===== config.mk =====
export PLATFORM = sky130hd
export DESIGN_NAME = counter_mod_updown
export DESIGN_NICKNAME = d
export VERILOG_FILES = /design/src/rtl/counter_defs.vh /design/src/rtl/counter_mod_updown_pkg.sv /design/src/rtl/counter_mod_updown_tff_ac.sv /design/src/rtl/counter_mod_updown.sv
export SDC_FILE = /design/constraint.sdc
export NUM_CORES = 1
export LEC_CHECK = 0
export CAP_MARGIN = 10
export CORE_MARGIN = 2
export CORE_UTILIZATION = 49
export DETAILED_ROUTE_END_ITERATION = 8
export MAX_ROUTING_LAYER = met4
export PLACE_DENSITY_LB_ADDON = 0.3
export SLEW_MARGIN = 20
export SYNTH_ARGS = -nofsm -noshare
export SYNTH_HDL_FRONTEND = slang
export SYNTH_HIERARCHICAL = 1
export SYNTH_SLANG_ARGS = --single-unit
export TNS_END_PERCENT = 50

===== constraint.sdc =====
create_clock -name clock -period 4.42 [get_ports clock]
set_input_delay 0.884 -clock clock [delete_from_list [all_inputs] [get_ports clock]]
set_output_delay 0.884 -clock clock [all_outputs]
set_load 0.01 [all_outputs]

===== src/rtl/counter_defs.vh =====
// rtl/counter_defs.vh - direction and mode encodings for the modulo up/down counter
`ifndef COUNTER_DEFS_VH
`define COUNTER_DEFS_VH
`define CNT_DIR_UP 1'b1
`define CNT_DIR_DN 1'b0
`define CNT_MODE_WRAP 0
`define CNT_MODE_SAT 1
`endif


===== src/rtl/counter_mod_updown_pkg.sv =====
// rtl/counter_mod_updown_pkg.sv - shared encodings for the modulo up/down counter
`ifndef COUNTER_DEFS_VH
`define COUNTER_DEFS_VH
`define CNT_DIR_UP 1'b1
`define CNT_DIR_DN 1'b0
`define CNT_MODE_WRAP 0
`define CNT_MODE_SAT 1
`endif

package counter_mod_updown_pkg;

    // One event per edge at most, so the three flags are mutually exclusive by construction.
    typedef enum logic [1:0] {
        EV_NONE,
        EV_WRAP,
        EV_SAT,
        EV_LOAD_ERR
    } cnt_event_e;

    typedef enum logic {
        DIR_DN = 1'b0,
        DIR_UP = 1'b1
    } cnt_dir_e;

    localparam int MODE_WRAP = `CNT_MODE_WRAP;
    localparam int MODE_SAT  = `CNT_MODE_SAT;

endpackage


===== src/rtl/counter_mod_updown_tff_ac.sv =====
// rtl/counter_mod_updown_tff_ac.sv - T flip-flop with async active-low clear and sync clear
module tff_ac (
    input  logic clock,
    input  logic clear_n,
    input  logic sclr,
    input  logic t,
    output logic q
);

    always_ff @(posedge clock or negedge clear_n) begin
        if (!clear_n) begin
            q <= 1'b0;
        end else if (sclr) begin
            q <= 1'b0;
        end else begin
            q <= q ^ t;
        end
    end

endmodule


===== src/rtl/counter_mod_updown.sv =====
// rtl/counter_mod_updown.sv - modulo-N up/down counter with wrap/saturate and event flags
module counter_mod_updown #(
    parameter int WIDTH    = 4,
    parameter int MODULUS  = 10,
    parameter int SATURATE = 0
) (
    input  logic             clock,
    input  logic             clear_n,
    input  logic             sclr,
    input  logic             load,
    input  logic [WIDTH-1:0] din,
    input  logic             en,
    input  logic             up,
    output logic [WIDTH-1:0] q,
    output logic             tc,
    output logic             ovf,
    output logic             sat,
    output logic             load_err
);

    import counter_mod_updown_pkg::*;

    localparam logic [WIDTH-1:0] MAX_Q   = WIDTH'(MODULUS - 1);
    localparam logic [WIDTH:0]   MOD_EXT = (WIDTH + 1)'(MODULUS);

    logic [WIDTH-1:0] next_q;
    logic [WIDTH-1:0] toggle;
    cnt_event_e       ev;

    always_comb begin
        next_q = q;
        ev     = EV_NONE;
        if (sclr) begin
            next_q = '0;
        end else if (load) begin
            if ({1'b0, din} < MOD_EXT) begin
                next_q = din;
            end else begin
                next_q = MAX_Q;
                ev     = EV_LOAD_ERR;
            end
        end else if (en) begin
            if (up == `CNT_DIR_UP) begin
                if (q != MAX_Q) begin
                    next_q = q + 1'b1;
                end else if (SATURATE == `CNT_MODE_SAT) begin
                    ev = EV_SAT;
                end else begin
                    next_q = '0;
                    ev     = EV_WRAP;
                end
            end else begin
                if (q != '0) begin
                    next_q = q - 1'b1;
                end else if (SATURATE == `CNT_MODE_SAT) begin
                    ev = EV_SAT;
                end else begin
                    next_q = MAX_Q;
                    ev     = EV_WRAP;
                end
            end
        end
    end

    // Each bit toggles exactly where the current and next count differ.
    assign toggle = q ^ next_q;

    for (genvar i = 0; i < WIDTH; i++) begin : g_bit
        tff_ac u_tff (
            .clock   (clock),
            .clear_n (clear_n),
            .sclr    (sclr),
            .t       (toggle[i]),
            .q       (q[i])
        );
    end

    assign tc = en & (((up == `CNT_DIR_UP) & (q == MAX_Q)) |
                      ((up == `CNT_DIR_DN) & (q == '0)));

    always_ff @(posedge clock or negedge clear_n) begin
        if (!clear_n) begin
            ovf      <= 1'b0;
            sat      <= 1'b0;
            load_err <= 1'b0;
        end else begin
            ovf      <= (ev == EV_WRAP);
            sat      <= (ev == EV_SAT);
            load_err <= (ev == EV_LOAD_ERR);
        end
    end

endmodule


==> impl_results.md, run 1 <==
* CTS tree: yes
* Final #Nets at 107
* Post-route cell area at 833 um^2
* Filler instances at 93
* Drt initial violations at 19
* R2r endpoint: g_bit[1].u_tff/q
* Crit path largest cell delay at 0.54 ns
* Post-route ant nets at 0
* Max Slew Vio Count at 0
* Seq/Total Area, Yosys at 27.5%
* Number of top-level pins at 18
* Hold depth at 2
* Reg2Reg Setup Slack at 2.42 ns
* Vias in the first global route at 530
* Post-Route WL at 1540 um
* Initial Utilization at 55.1%
* Final Hold Violating Endpoints at 0
* PD cells at 381 mW/mm^2
* Fin crit period at 3.43 ns
* Largest net degree at the start of global routing at 14
* Synth unique cells at 35
* Most common cell after layout, fill and taps aside: clkdlybuf4s50_1
* Top FF cell, synth: dfrtp_1
* Gate Count Post-Synth at 75
* DP HPWL at 1100 um
* Die span in x at 40.1 um
* Met3 wire len at 50 um
* Hold WS at 0.716 ns
* Average wire per standard cell at 14.4 um
* Critical Path End Type: output pin
* DRC viols at 0
* Ys async rst share at 100%
* Post-CTS Setup Bufs at 0
* Area Overhead vs Synth at 30.8%
* Reg2Reg Depth at 8
* Met2 WL at 747 um
* Cell mode on critical path: clkdlybuf4s50_1
* N_diodes at 0
* Area leader, netlist: dfrtp_1
* Max layer used: met4
* Final setup TNS at 0 ns
* Die Area at 0.00160 mm^2
* Cell leakage power at 0.331 nW
* Ranking of synthesized cells by area: dfrtp_1, ha_1, xnor2_1
* Data arrival, critical path at 2.55 ns
* Final Core Density at 72.1%
* Setup-failing EPs final at 0
* Highest clock rate at 292 MHz
* Cell Count, Final, Fillers Out at 107
* Most frequent cells in the layout: clkdlybuf4s50_1, nor2_1, dfrtp_1
* CP Launch Type: input port
* Post-synth EDFFs at 0
* Reg clk slew, reported paths at 0.06 ns
* Num CTS Buffers at 3
* Final Cycle Share at 77.6%
* CP required at 3.54 ns
* RSZ-0062 raised after global routing: no
* Hold EP: g_bit[1].u_tff/q
* Setup WS post-layout at 0.990 ns
* Crit-path cells: clkdlybuf4s50_1 -> nand2b_1 -> o21ai_0 -> and3_1 -> clkdlybuf4s50_1
* TritonRoute pass-1 iters at 4
* Area after DPL at 807 um^2
* Power, Total at 317 uW
* Post-Syn Area at 637 um^2
* Setup CP Type: input port to output pin
* CTS Hold Bufs at 0
* Clk_skew at 0.00695 ns
* VDD IR-drop max at 0.000219 V
* Core area at 0.00116 mm^2
* Register area at 175 um^2
* Hold Path Class: flop to flop
* Share of cells above drive strength 1 at 9.68%
* Max-Cap Viols at 0
* Post-Place Worst Slack at 1.09 ns
* Top-area cell type share of the netlist area at 27.5%
* H-tree depth at 1
* Total gr overflow at 0
* GRT Total Usage at 23.6%
* Antenna violations before repair at 0
* Outcome: complete, no violations
* Mapped Nets at 88
* Routed via count at 634
* Die height at 40.1 um
* Ys Warns at 6
* Clock buffer depth at 2
* Area of the multi-input gates at 425 um^2
* Clk root buf: clkbuf_4
* Port buffer count at 17
* Avg Inst Size Synth at 8.49 um^2
* FF-to-FF Start: g_bit[1].u_tff/q
* Hold_sp: g_bit[1].u_tff/q
* Worst-path fanout max at 7
* Wl on met1 at 709 um
* Global-route wire length before repair at 2360 um
* Clk_lat worst skew at 0.25 ns
* # rows at 12
* PostCTS Resize Cnt at 0
* Clock sinks at 7
* #FFs+latches synth at 7
* # placed instances at 103
* CP max-delay cell: clkdlybuf4s50_1
* Vias per Instance at 5.93
* Global placer's final weighted congestion at 0.928
-- critical path: cells and delay by family --
kind,cells,cell delay [ns]
buf+inv,2,1.07
compound gates,1,0.16
simple gates,2,0.43
-- cell families (layout without fill, tap and decap cells) --
group | Yosys count | after routing | synth area share (%)
fa+ha+maj | 3 | 3 | 5.89
buf+inv | 8 | 26 | 5.70
xor+xnor | 4 | 4 | 5.50
flops | 7 | 7 | 27.5
simple gates | 29 | 29 | 26.5
compound gates | 21 | 21 | 25.0
mux | 2 | 2 | 3.34
other cells | 1 | 1 | 0.589
-- layout make-up --
| class | instances | share of cell area (%) |
|---|---|---|
| Tap cell | 14 | 2.10 |
| Inverter | 5 | 2.25 |
| Clock buffer | 4 | 3.15 |
| Sequential cell | 7 | 21.0 |
| Timing Repair Buffer | 17 | 20.4 |
| Multi-Input combinational cell | 60 | 51.1 |
-- flip-flops by register name, summed over array words and instances, names as in the netlist --
signal,cells
g_bit.u_tff/q,4
load_err,1
ovf,1
sat,1
-- Yosys cell counts (all sizes together), types with 2 or more instances --
master	n
o21ai	5
nand3b	2
nand2	2
xnor2	4
a31oi	2
nor3b	3
a22oi	2
nor2	8
nor2b	2
nand2b	5
and3	3
buf	3
ha	3
inv	5
a211oi	3
dfrtp	7
-- worst max path at each step --
stage,start,end,depth (start not counted)
floorplan,up,tc,3
global placement,up,tc,5
detailed placement,up,tc,5
CTS,up,tc,5
global route,up,tc,5
finish,up,tc,5
-- routing by layer --
layer,vias up,global-route usage (%)
li1,311,-
met1,294,29.1
met2,25,35.5
met3,4,5.00
met4,0,12.9
met5,-,-
-- power breakdown --
part / internal (mW) / total [mW] / switching [mW]
sequential: 0.0742 / 0.102 / 0.0278
clock: 0.0347 / 0.0614 / 0.0267
combinational: 0.0848 / 0.154 / 0.0692
total: 0.194 / 0.317 / 0.124
No activity file was read; power rests on OpenSTA's default activity.
==> inputs of run 2 (changes only) <==
Settings changed: CORE_UTILIZATION 49 to 41.
Clock period 4.42 ns to 3.05 ns, I/O delays scaled along.
==> run 2 against run 1 <==
  * Sequential share of layout area fell by 0.25 points
  * Register-to-register slack lost 1.3 ns
  * Worst setup slack got worse by 0.65 ns
  * Highest routed layer is now met3
==> impl_results.md, run 2 (same netlist as run 1, synthesis figures left out) <==
* Outcome: complete, no violations
* Max Slew Vio Count at 0 (unchanged)
* DRC viols at 0 (unchanged)
* Highest clock rate at 369 MHz
* Crit-path cells: clkdlybuf4s50_1 -> nand2b_1 -> o21ai_0 -> and3_1 -> clkdlybuf4s50_1
* VDD IR-drop max at 0.000371 V (+70%)
* Final #Nets at 108 (+0.93%)
* Post-route cell area at 843 um^2 (+1.2%)
* Post-route ant nets at 0 (unchanged)
* PD cells at 537 mW/mm^2 (+41%)
* Die height at 43.4 um (+8.4%)
* Share of cells above drive strength 1 at 10.6% (+0.96 points)
* Die span in x at 43.4 um (+8.4%)
* Final Core Density at 56.6% (-15 points)
* Antenna violations before repair at 0 (unchanged)
* Drt initial violations at 14 (-5)
* Largest Register: g_bit.u_tff/q
* Initial Utilization at 42.8% (-12 points)
* Clock sinks at 7 (unchanged)
* Core area at 0.00149 mm^2 (+29%)
* Clk root buf: clkbuf_4
* Final Hold Violating Endpoints at 0 (unchanged)
* Worst-path fanout max at 3 (-4)
* Data arrival, critical path at 2.10 ns (-0.45 ns)
* Global-route wire length before repair at 2440 um (+3.2%)
* Vias per Instance at 5.43 (-8.4%)
* Clk_lat worst skew at 0.25 ns (about the same)
* N_diodes at 0 (unchanged)
* GRT Total Usage at 18.4% (-5.2 points)
* Fin crit period at 2.71 ns
* Power, Total at 453 uW (+43%)
* Critical Path End Type: output pin
* Final Cycle Share at 88.8%
* Area Overhead vs Synth at 32.4%
* CP max-delay cell: clkdlybuf4s50_1
* Post-CTS Setup Bufs at 0 (unchanged)
* Post-Route WL at 1460 um (-5.0%)
* H-tree depth at 1 (unchanged)
* Cell leakage power at 0.336 nW (+1.5%)
* FF-to-FF Start: g_bit[1].u_tff/q
* Routed via count at 597 (-5.8%)
* Final setup TNS at 0 ns (unchanged)
* Reg clk slew, reported paths at 0.05 ns (about the same)
* PostCTS Resize Cnt at 0 (unchanged)
* Setup CP Type: input port to output pin
* CP required at 2.44 ns (-1.10 ns)
* Critical path origin: up
* Vias in the first global route at 541 (+2.1%)
* Setup-failing EPs final at 0 (unchanged)
* Hold WS at 0.622 ns (-0.0942 ns)
* Filler instances at 139 (+49%)
* Largest net degree at the start of global routing at 14 (unchanged)
* Port buffer count at 17 (unchanged)
* Crit path largest cell delay at 0.54 ns (about the same)
* Cell mode on critical path: clkdlybuf4s50_1
* Register area at 175 um^2 (unchanged)
* CTS Hold Bufs at 0 (unchanged)
* # rows at 14 (+2)
* DP HPWL at 1090 um (-0.45%)
* CP Launch Type: input port
* Clk_skew at 0.00332 ns (-0.00364 ns)
* Max reg flops at 4 (unchanged)
* TritonRoute pass-1 iters at 4 (unchanged)
* Area after DPL at 817 um^2 (+1.2%)
* Area of the multi-input gates at 425 um^2 (unchanged)
* Die Area at 0.00188 mm^2 (+17%)
* Average wire per standard cell at 13.3 um (-7.6%)
* Max-Cap Viols at 0 (unchanged)
* Most frequent cells in the layout: clkdlybuf4s50_1, nor2_1, dfrtp_1
* CTS tree: yes
* Total gr overflow at 0 (unchanged)
* RSZ-0062 raised after global routing: no
* Most common cell after layout, fill and taps aside: clkdlybuf4s50_1
* Global placer's final weighted congestion at 0.837 (-9.7%)
* Number of top-level pins at 18 (unchanged)
* Num CTS Buffers at 3 (unchanged)
* Clock buffer depth at 2 (unchanged)
* Hold Path Class: input port to async pin
-- run 2: cell types whose count changed in the layout (fill, tap and decap cells not counted) --
cell and delta:
buf_4 +1
-- run 2: layout make-up --
type	instances	share of cell area, %
multi-input combinational	60	50.4
clock buffer	4	3.12
inverter	5	2.23
tap	16	2.37
sequential	7	20.8
timing repair buffer	18	21.1
-- run 2: critical path, delay by kind of cell --
family | cells | cell delay, ns
buffers and inverters | 2 | 0.99
AND/OR/NAND/NOR | 2 | 0.36
AO/OA/AOI/OAI | 1 | 0.14
-- run 2: path summary, 6_finish.rpt --
kind	slack, ns	endpoint	depth (start not counted)
hold reg to reg	0.69	g_bit[1].u_tff/q	2
max in group asynchronous	2.18	ovf	1
setup reg to reg	1.11	g_bit[1].u_tff/q	8
setup / recovery	0.34	tc	5
min in group clock	0.69	g_bit[1].u_tff/q	2
hold / removal	0.62	g_bit[3].u_tff/q	1
-- run 2: stage by stage --
stage	cells	worst slack [ns]
floorplan	75	1.25
global placement	106	0.354
detailed placement	106	0.359
CTS	110	0.337
global route	110	0.244
finish	110	0.343
-- run 2: per-layer routing --
metal	GRT usage [%]	up-vias	part of all wire [%]	wire length (um)
met5	-	-	0	0
met4	5.45	0	0	0
met3	6.25	0	2.9	43
met2	26.9	13	49	722
met1	24.3	278	48	694
li1	-	306	-	-
-- run 2: power breakdown --
part,leakage [nW],internal (mW),switching (mW)
registers,0.0923,0.108,0.0383
logic,0.229,0.123,0.0978
clock network,0.0150,0.0500,0.0354
==> patch 1, RTL diff (flow settings as in run 2) <==
Set the parameter `SATURATE` to 1 (it was 0).
--- a/src/rtl/counter_mod_updown.sv
+++ b/src/rtl/counter_mod_updown.sv
@@ -2,7 +2,7 @@
 module counter_mod_updown #(
     parameter int WIDTH    = 4,
     parameter int MODULUS  = 10,
-    parameter int SATURATE = 0
+    parameter int SATURATE = 1
 ) (
     input  logic             clock,
     input  logic             clear_n,
Behaviour: not the same (a bounded check fails within 4 cycles, from zero or initial values).
==> patch 1 against run 2 <==
- fmax shrank 4.4%
- sequential cell count unchanged
- wire length down 2.5%
- power is 31% higher
- synthesized area decreased by 2.8%
- worst setup slack got worse by 0.13 ns
- via count is 3.7% lower
- design area is 3.3% lower
- clock power down 3.0%
- die area fell by 2.5%
- critical path type unchanged
- largest cell class unchanged
- highest routed layer unchanged
==> patch 1: results (changes against run 2) <==
<table>
<tr><th>Metric</th><th>Value</th></tr>
<tr><th colspan="2">Critical path</th></tr>
<tr><td>Biggest fanout along the worst timing path</td><td>8 (+5)</td></tr>
<tr><td>Register-to-Register Setup Slack</td><td>0.84 ns (-0.27 ns)</td></tr>
<tr><td>Crit path arrival time</td><td>2.22 ns (+0.12 ns)</td></tr>
<tr><td>Crit-path slowest cell</td><td>clkdlybuf4s50_1</td></tr>
<tr><th colspan="2">Timing</th></tr>
<tr><td>Maximum clock skew at final layout</td><td>0.00494 ns (+0.00162 ns)</td></tr>
<tr><td>Maximum clock rate</td><td>0.353 GHz (-4.4%)</td></tr>
<tr><th colspan="2">Synth</th></tr>
<tr><td>Most instantiated cells after synthesis</td><td>nor2_1 (8), dfrtp_1 (7), inv_1 (5), nor2b_1 (5)</td></tr>
<tr><td>Fraction of the yosys area taken by sequential cells</td><td>0.283 (+0.00778)</td></tr>
<tr><td>Cell types with the largest area share after synthesis</td><td>dfrtp_1 (28%), ha_1 (6.1%), xnor2_1 (5.7%)</td></tr>
<tr><td>Share of Yosys cell area claimed by the top area cell type</td><td>0.283 (+0.00778)</td></tr>
<tr><td>Cell variety after synth</td><td>34 (-2.9%)</td></tr>
<tr><th colspan="2">Power and ir drop</th></tr>
<tr><td>Static leakage power</td><td>0.323 nW (-4.0%)</td></tr>
<tr><td>Maximum ir drop on the vdd rail</td><td>0.354 mV (-4.6%)</td></tr>
<tr><th colspan="2">Global route</th></tr>
<tr><td>Number of global-route vias before repair</td><td>540 (-0.18%)</td></tr>
<tr><td>Number of antenna violations at the first check in global routing</td><td>0 (unchanged)</td></tr>
<tr><td>Global-route wire length before repair</td><td>2.31 mm (-5.1%)</td></tr>
<tr><td>Total global-route track usage</td><td>0.172 (-0.0122)</td></tr>
<tr><th colspan="2">Place</th></tr>
<tr><td>HPWL after detailed placement</td><td>1.06 mm (-2.6%)</td></tr>
<tr><td>Setup slack at placement</td><td>0.244 ns (-0.115 ns)</td></tr>
<tr><td>Routability congestion estimate from global placement</td><td>0.798 (-4.7%)</td></tr>
<tr><th colspan="2">Routing</th></tr>
<tr><td>Length of the first detailed-routing pass in iterations</td><td>3 (-1)</td></tr>
<tr><td>Routed via count divided by cell count</td><td>5.42 (about the same)</td></tr>
<tr><td>Initial detailed-routing violation count</td><td>18 (+4)</td></tr>
<tr><th colspan="2">Final layout</th></tr>
<tr><td>Layout cells sized above 1</td><td>0.0778 (-0.0286)</td></tr>
<tr><td>Fill cell count</td><td>135 (-2.9%)</td></tr>
<tr><th colspan="2">Run status</th></tr>
<tr><td>Outcome</td><td>finished, final reports clean</td></tr>
</table>
-- patch 1: kinds of logic (layout without fill, tap and decap cells) --
group / count (synthesis) / count (layout) / share of synthesized area
XOR/XNOR: 4 / 4 / 0.0566
other: 1 / 1 / 0.00605
flip-flops: 7 / 7 / 0.283
adder cells (fa/ha/maj): 3 / 3 / 0.0606
buffers and inverters: 8 / 26 / 0.0626
AND/OR/NAND/NOR: 31 / 31 / 0.293
AO/OA/AOI/OAI: 16 / 16 / 0.206
multiplexers: 2 / 2 / 0.0323
-- patch 1: stage by stage --
step | cells | area (sq um) | total power, W | utilization
after floorplan | 72 | 619 | 0.000397 | -
after global placement | 102 | 790 | 0.000499 | 0.543
after detailed placement | 102 | 790 | 0.000509 | 0.543
after CTS | 106 | 816 | 0.000596 | 0.561
after global routing | 106 | 816 | 0.000646 | 0.561
final | 106 | 816 | 0.000594 | 0.561
-- patch 1: final cells by class --
class	instances	area share
Sequential cell	7	0.215
Timing Repair Buffer	17	0.209
Multi-Input combinational cell	57	0.497
Tap cell	16	0.0245
Inverter	5	0.0230
Clock buffer	4	0.0322
-- patch 1: worst max path at each step --
stage / start / endpoint / slack [ns] / cells past startpoint
2_1_floorplan: g_bit[1].u_tff/q / g_bit[1].u_tff/q / 1.09 / 8
3_3_place_gp: up / tc / 0.30 / 5
3_5_place_dp: up / tc / 0.24 / 5
4_1_cts: up / tc / 0.25 / 5
5_1_grt: up / tc / 0.14 / 5
6_report: up / tc / 0.22 / 5
-- patch 1: power breakdown --
part	internal [W]	switching (W)	total, W	leakage, nW
clock	0.0000499	0.0000330	0.0000828	0.0150
sequential	0.000116	0.0000620	0.000178	0.0923
combinational	0.000180	0.000152	0.000333	0.215
-- patch 1: metal layers --
metal / track usage / wire, microns
met5: - / 0
met1: 0.219 / 712
met3: 0.0638 / 50
met2: 0.270 / 660
met4: 0.0188 / 0
==> patch 2, RTL diff (config.mk and constraints of run 2) <==
Made on the original files. Register the output `q`, with the module's reset; this adds one clock of latency there. The other outputs are not delayed to match.
--- a/src/rtl/counter_mod_updown.sv
+++ b/src/rtl/counter_mod_updown.sv
@@ -23,12 +23,14 @@
     localparam logic [WIDTH-1:0] MAX_Q   = WIDTH'(MODULUS - 1);
     localparam logic [WIDTH:0]   MOD_EXT = (WIDTH + 1)'(MODULUS);
 
+    logic [WIDTH-1:0] q_d;
+
     logic [WIDTH-1:0] next_q;
     logic [WIDTH-1:0] toggle;
     cnt_event_e       ev;
 
     always_comb begin
-        next_q = q;
+        next_q = q_d;
         ev     = EV_NONE;
         if (sclr) begin
             next_q = '0;
@@ -41,8 +43,8 @@
             end
         end else if (en) begin
             if (up == `CNT_DIR_UP) begin
-                if (q != MAX_Q) begin
-                    next_q = q + 1'b1;
+                if (q_d != MAX_Q) begin
+                    next_q = q_d + 1'b1;
                 end else if (SATURATE == `CNT_MODE_SAT) begin
                     ev = EV_SAT;
                 end else begin
@@ -50,8 +52,8 @@
                     ev     = EV_WRAP;
                 end
             end else begin
-                if (q != '0) begin
-                    next_q = q - 1'b1;
+                if (q_d != '0) begin
+                    next_q = q_d - 1'b1;
                 end else if (SATURATE == `CNT_MODE_SAT) begin
                     ev = EV_SAT;
                 end else begin
@@ -63,7 +65,7 @@
     end
 
     // Each bit toggles exactly where the current and next count differ.
-    assign toggle = q ^ next_q;
+    assign toggle = q_d ^ next_q;
 
     for (genvar i = 0; i < WIDTH; i++) begin : g_bit
         tff_ac u_tff (
@@ -71,12 +73,12 @@
             .clear_n (clear_n),
             .sclr    (sclr),
             .t       (toggle[i]),
-            .q       (q[i])
+            .q       (q_d[i])
         );
     end
 
-    assign tc = en & (((up == `CNT_DIR_UP) & (q == MAX_Q)) |
-                      ((up == `CNT_DIR_DN) & (q == '0)));
+    assign tc = en & (((up == `CNT_DIR_UP) & (q_d == MAX_Q)) |
+                      ((up == `CNT_DIR_DN) & (q_d == '0)));
 
     always_ff @(posedge clock or negedge clear_n) begin
         if (!clear_n) begin
@@ -90,5 +92,13 @@
         end
     end
 
+    always_ff @(posedge clock or negedge clear_n) begin
+        if (!clear_n) begin
+            q <= '0;
+        end else begin
+            q <= q_d;
+        end
+    end
+
 endmodule
 
Check against the original RTL: not equivalent (Yosys sat finds a counterexample within 4 cycles, from zero or initial values).
==> patch 2 against run 2 <==
- count of clock-buffer cells in the layout stayed put
- first-iteration DRC count increased by 14%
- synthesized cell count up 5.3%
- combinational power is 3% higher
- design area grew 12%
- synthesized area increased by 16%
- core utilization shrank 1.2 points
- power increased by 19%
- sequential cell count rose by 4
- wire length shrank 3.4%
- cell count increased by 11%
- die area grew 14%
- worst setup slack worse by 0.089 ns
- critical path type unchanged
- largest cell class unchanged
- largest power group unchanged
- highest routed layer is now met4
==> patch 2: results (changes against run 2) <==
<table>
<tr><th>Metric</th><th>Value</th></tr>
<tr><th colspan="2">Run status</th></tr>
<tr><td>Outcome</td><td>finished, final reports clean</td></tr>
<tr><th colspan="2">Critical path</th></tr>
<tr><td>Biggest fanout along the worst timing path</td><td>7 (+4)</td></tr>
<tr><td>Register-to-Register Setup Slack</td><td>1.06 ns (-0.05 ns)</td></tr>
<tr><td>Crit path arrival time</td><td>2.19 ns (+0.09 ns)</td></tr>
<tr><th colspan="2">Power and ir drop</th></tr>
<tr><td>Maximum ir drop on the vdd rail</td><td>0.273 mV (-26%)</td></tr>
<tr><td>Static leakage power</td><td>0.384 nW (+14%)</td></tr>
<tr><td>Net Switching</td><td>0.000184 W (+7.1%)</td></tr>
<tr><th colspan="2">Final layout</th></tr>
<tr><td>Layout cells sized above 1</td><td>0.0928 (-0.0136)</td></tr>
<tr><td>Final #Nets</td><td>111 (+2.8%)</td></tr>
<tr><th colspan="2">Timing</th></tr>
<tr><td>Part of the cycle the worst path needs</td><td>0.917 (+0.0293)</td></tr>
<tr><td>Maximum clock skew at final layout</td><td>0.000391 ns (-0.00293 ns)</td></tr>
<tr><th colspan="2">Routing</th></tr>
<tr><td>Overall routed net length</td><td>1.41 mm (-3.4%)</td></tr>
<tr><td>Total via count after detailed routing</td><td>634 (+6.2%)</td></tr>
<tr><td>Initial detailed-routing violation count</td><td>16 (+2)</td></tr>
<tr><th colspan="2">Synth</th></tr>
<tr><td>Cell types with the largest area share after synthesis</td><td>dfrtp_1 (37%), ha_1 (5.1%), xnor2_1 (4.8%)</td></tr>
<tr><td>Most frequently used flop master after synthesis</td><td>dfrtp_1</td></tr>
<tr><td>Net Count, Synth</td><td>92 (+4.5%)</td></tr>
<tr><td>Most instantiated cells after synthesis</td><td>dfrtp_1 (11), nor2_1 (8), inv_1 (5), nand2b_1 (5), o21ai_0 (5)</td></tr>
<tr><th colspan="2">Place</th></tr>
<tr><td>Setup slack at placement</td><td>0.252 ns (-0.106 ns)</td></tr>
<tr><td>Cell area reported after detailed placement</td><td>921 sq um (+13%)</td></tr>
<tr><td>HPWL after detailed placement</td><td>1.09 mm (-0.38%)</td></tr>
<tr><td>Routability congestion estimate from global placement</td><td>0.808 (-3.5%)</td></tr>
<tr><th colspan="2">Global route</th></tr>
<tr><td>Number of global-route vias before repair</td><td>490 (-9.4%)</td></tr>
<tr><td>Total global-route track usage</td><td>0.144 (-0.0405)</td></tr>
<tr><td>Global-route wire length before repair</td><td>2.12 mm (-13%)</td></tr>
<tr><th colspan="2">Hold path</th></tr>
<tr><td>Worst min path class</td><td>register to register</td></tr>
</table>
-- patch 2: changes by cell type after synthesis --
| cell | before | now |
|---|---|---|
| dfrtp_1 | 7 | 11 |
-- patch 2: layout make-up --
| cell class | count | area, sq um |
|---|---|---|
| Fill cell | 156 | 761 |
| Multi-Input combinational cell | 60 | 425 |
| Sequential cell | 11 | 275 |
| Timing Repair Buffer | 17 | 170 |
| Tap cell | 25 | 31.3 |
| Clock buffer | 4 | 26.3 |
| Inverter | 5 | 18.8 |
-- patch 2: layer usage --
metal	track usage	wire length, microns	up-vias
met1	0.186	683	295
met2	0.217	666	14
met4	0.0857	10	0
li1	-	-	323
met5	-	0	-
met3	0.0118	51	2
-- patch 2: worst register-to-register path, stage by stage (launching register included) --
cell	delay, ns
dfrtp_1	0.49
inv_1	0.12
ha_1	0.25
nor3b_1	0.16
o32ai_1	0.35
nand3b_1	0.11
o311ai_0	0.15
xnor2_1	0.17
nor2_1	0.05
-- patch 2: stage by stage --
stage	instances	total power, W	hold WS (ns)
4_1_cts	122	0.000546	0.557
2_1_floorplan	79	0.000366	0.314
6_report	122	0.000537	0.551
3_5_place_dp	118	0.000448	0.548
3_3_place_gp	118	0.000443	0.545
5_1_grt	122	0.000579	0.583
-- patch 2: logic make-up (layout without fill, tap and decap cells) --
logic type	after synthesis	count (layout)	synth area share
and+or+nand+nor	29	29	0.229
AOI/OAI and AO/OA	21	21	0.216
DFF	11	11	0.374
buffers and inverters	8	26	0.0492
xor gates and xnor gates	4	4	0.0475
adders and majority gates	3	3	0.0509
muxes	2	2	0.0289
other	1	1	0.00509
-- patch 2: worst paths after layout --
kind                                        from          endpoint  cells after the start
max in group asynchronous                clear_n  g_bit[1].u_tff/q                      1
worst max-delay path                          up                tc                      5
worst min register to register  g_bit[0].u_tff/q              q[0]                      0
worst max register to register  g_bit[1].u_tff/q  g_bit[1].u_tff/q                      8
min in group asynchronous                clear_n          load_err                      1
worst min-delay path            g_bit[0].u_tff/q              q[0]                      0
-- patch 2: power groups by stage --
stage                     Combinational [W]   Clock, W  Sequential [W]
after floorplan                    0.000153          0        0.000213
after global placement             0.000224          0        0.000219
after detailed placement           0.000228          0        0.000220
after CTS                          0.000228   0.000100        0.000217
after global routing               0.000248   0.000108        0.000223
final                              0.000227  0.0000930        0.000217
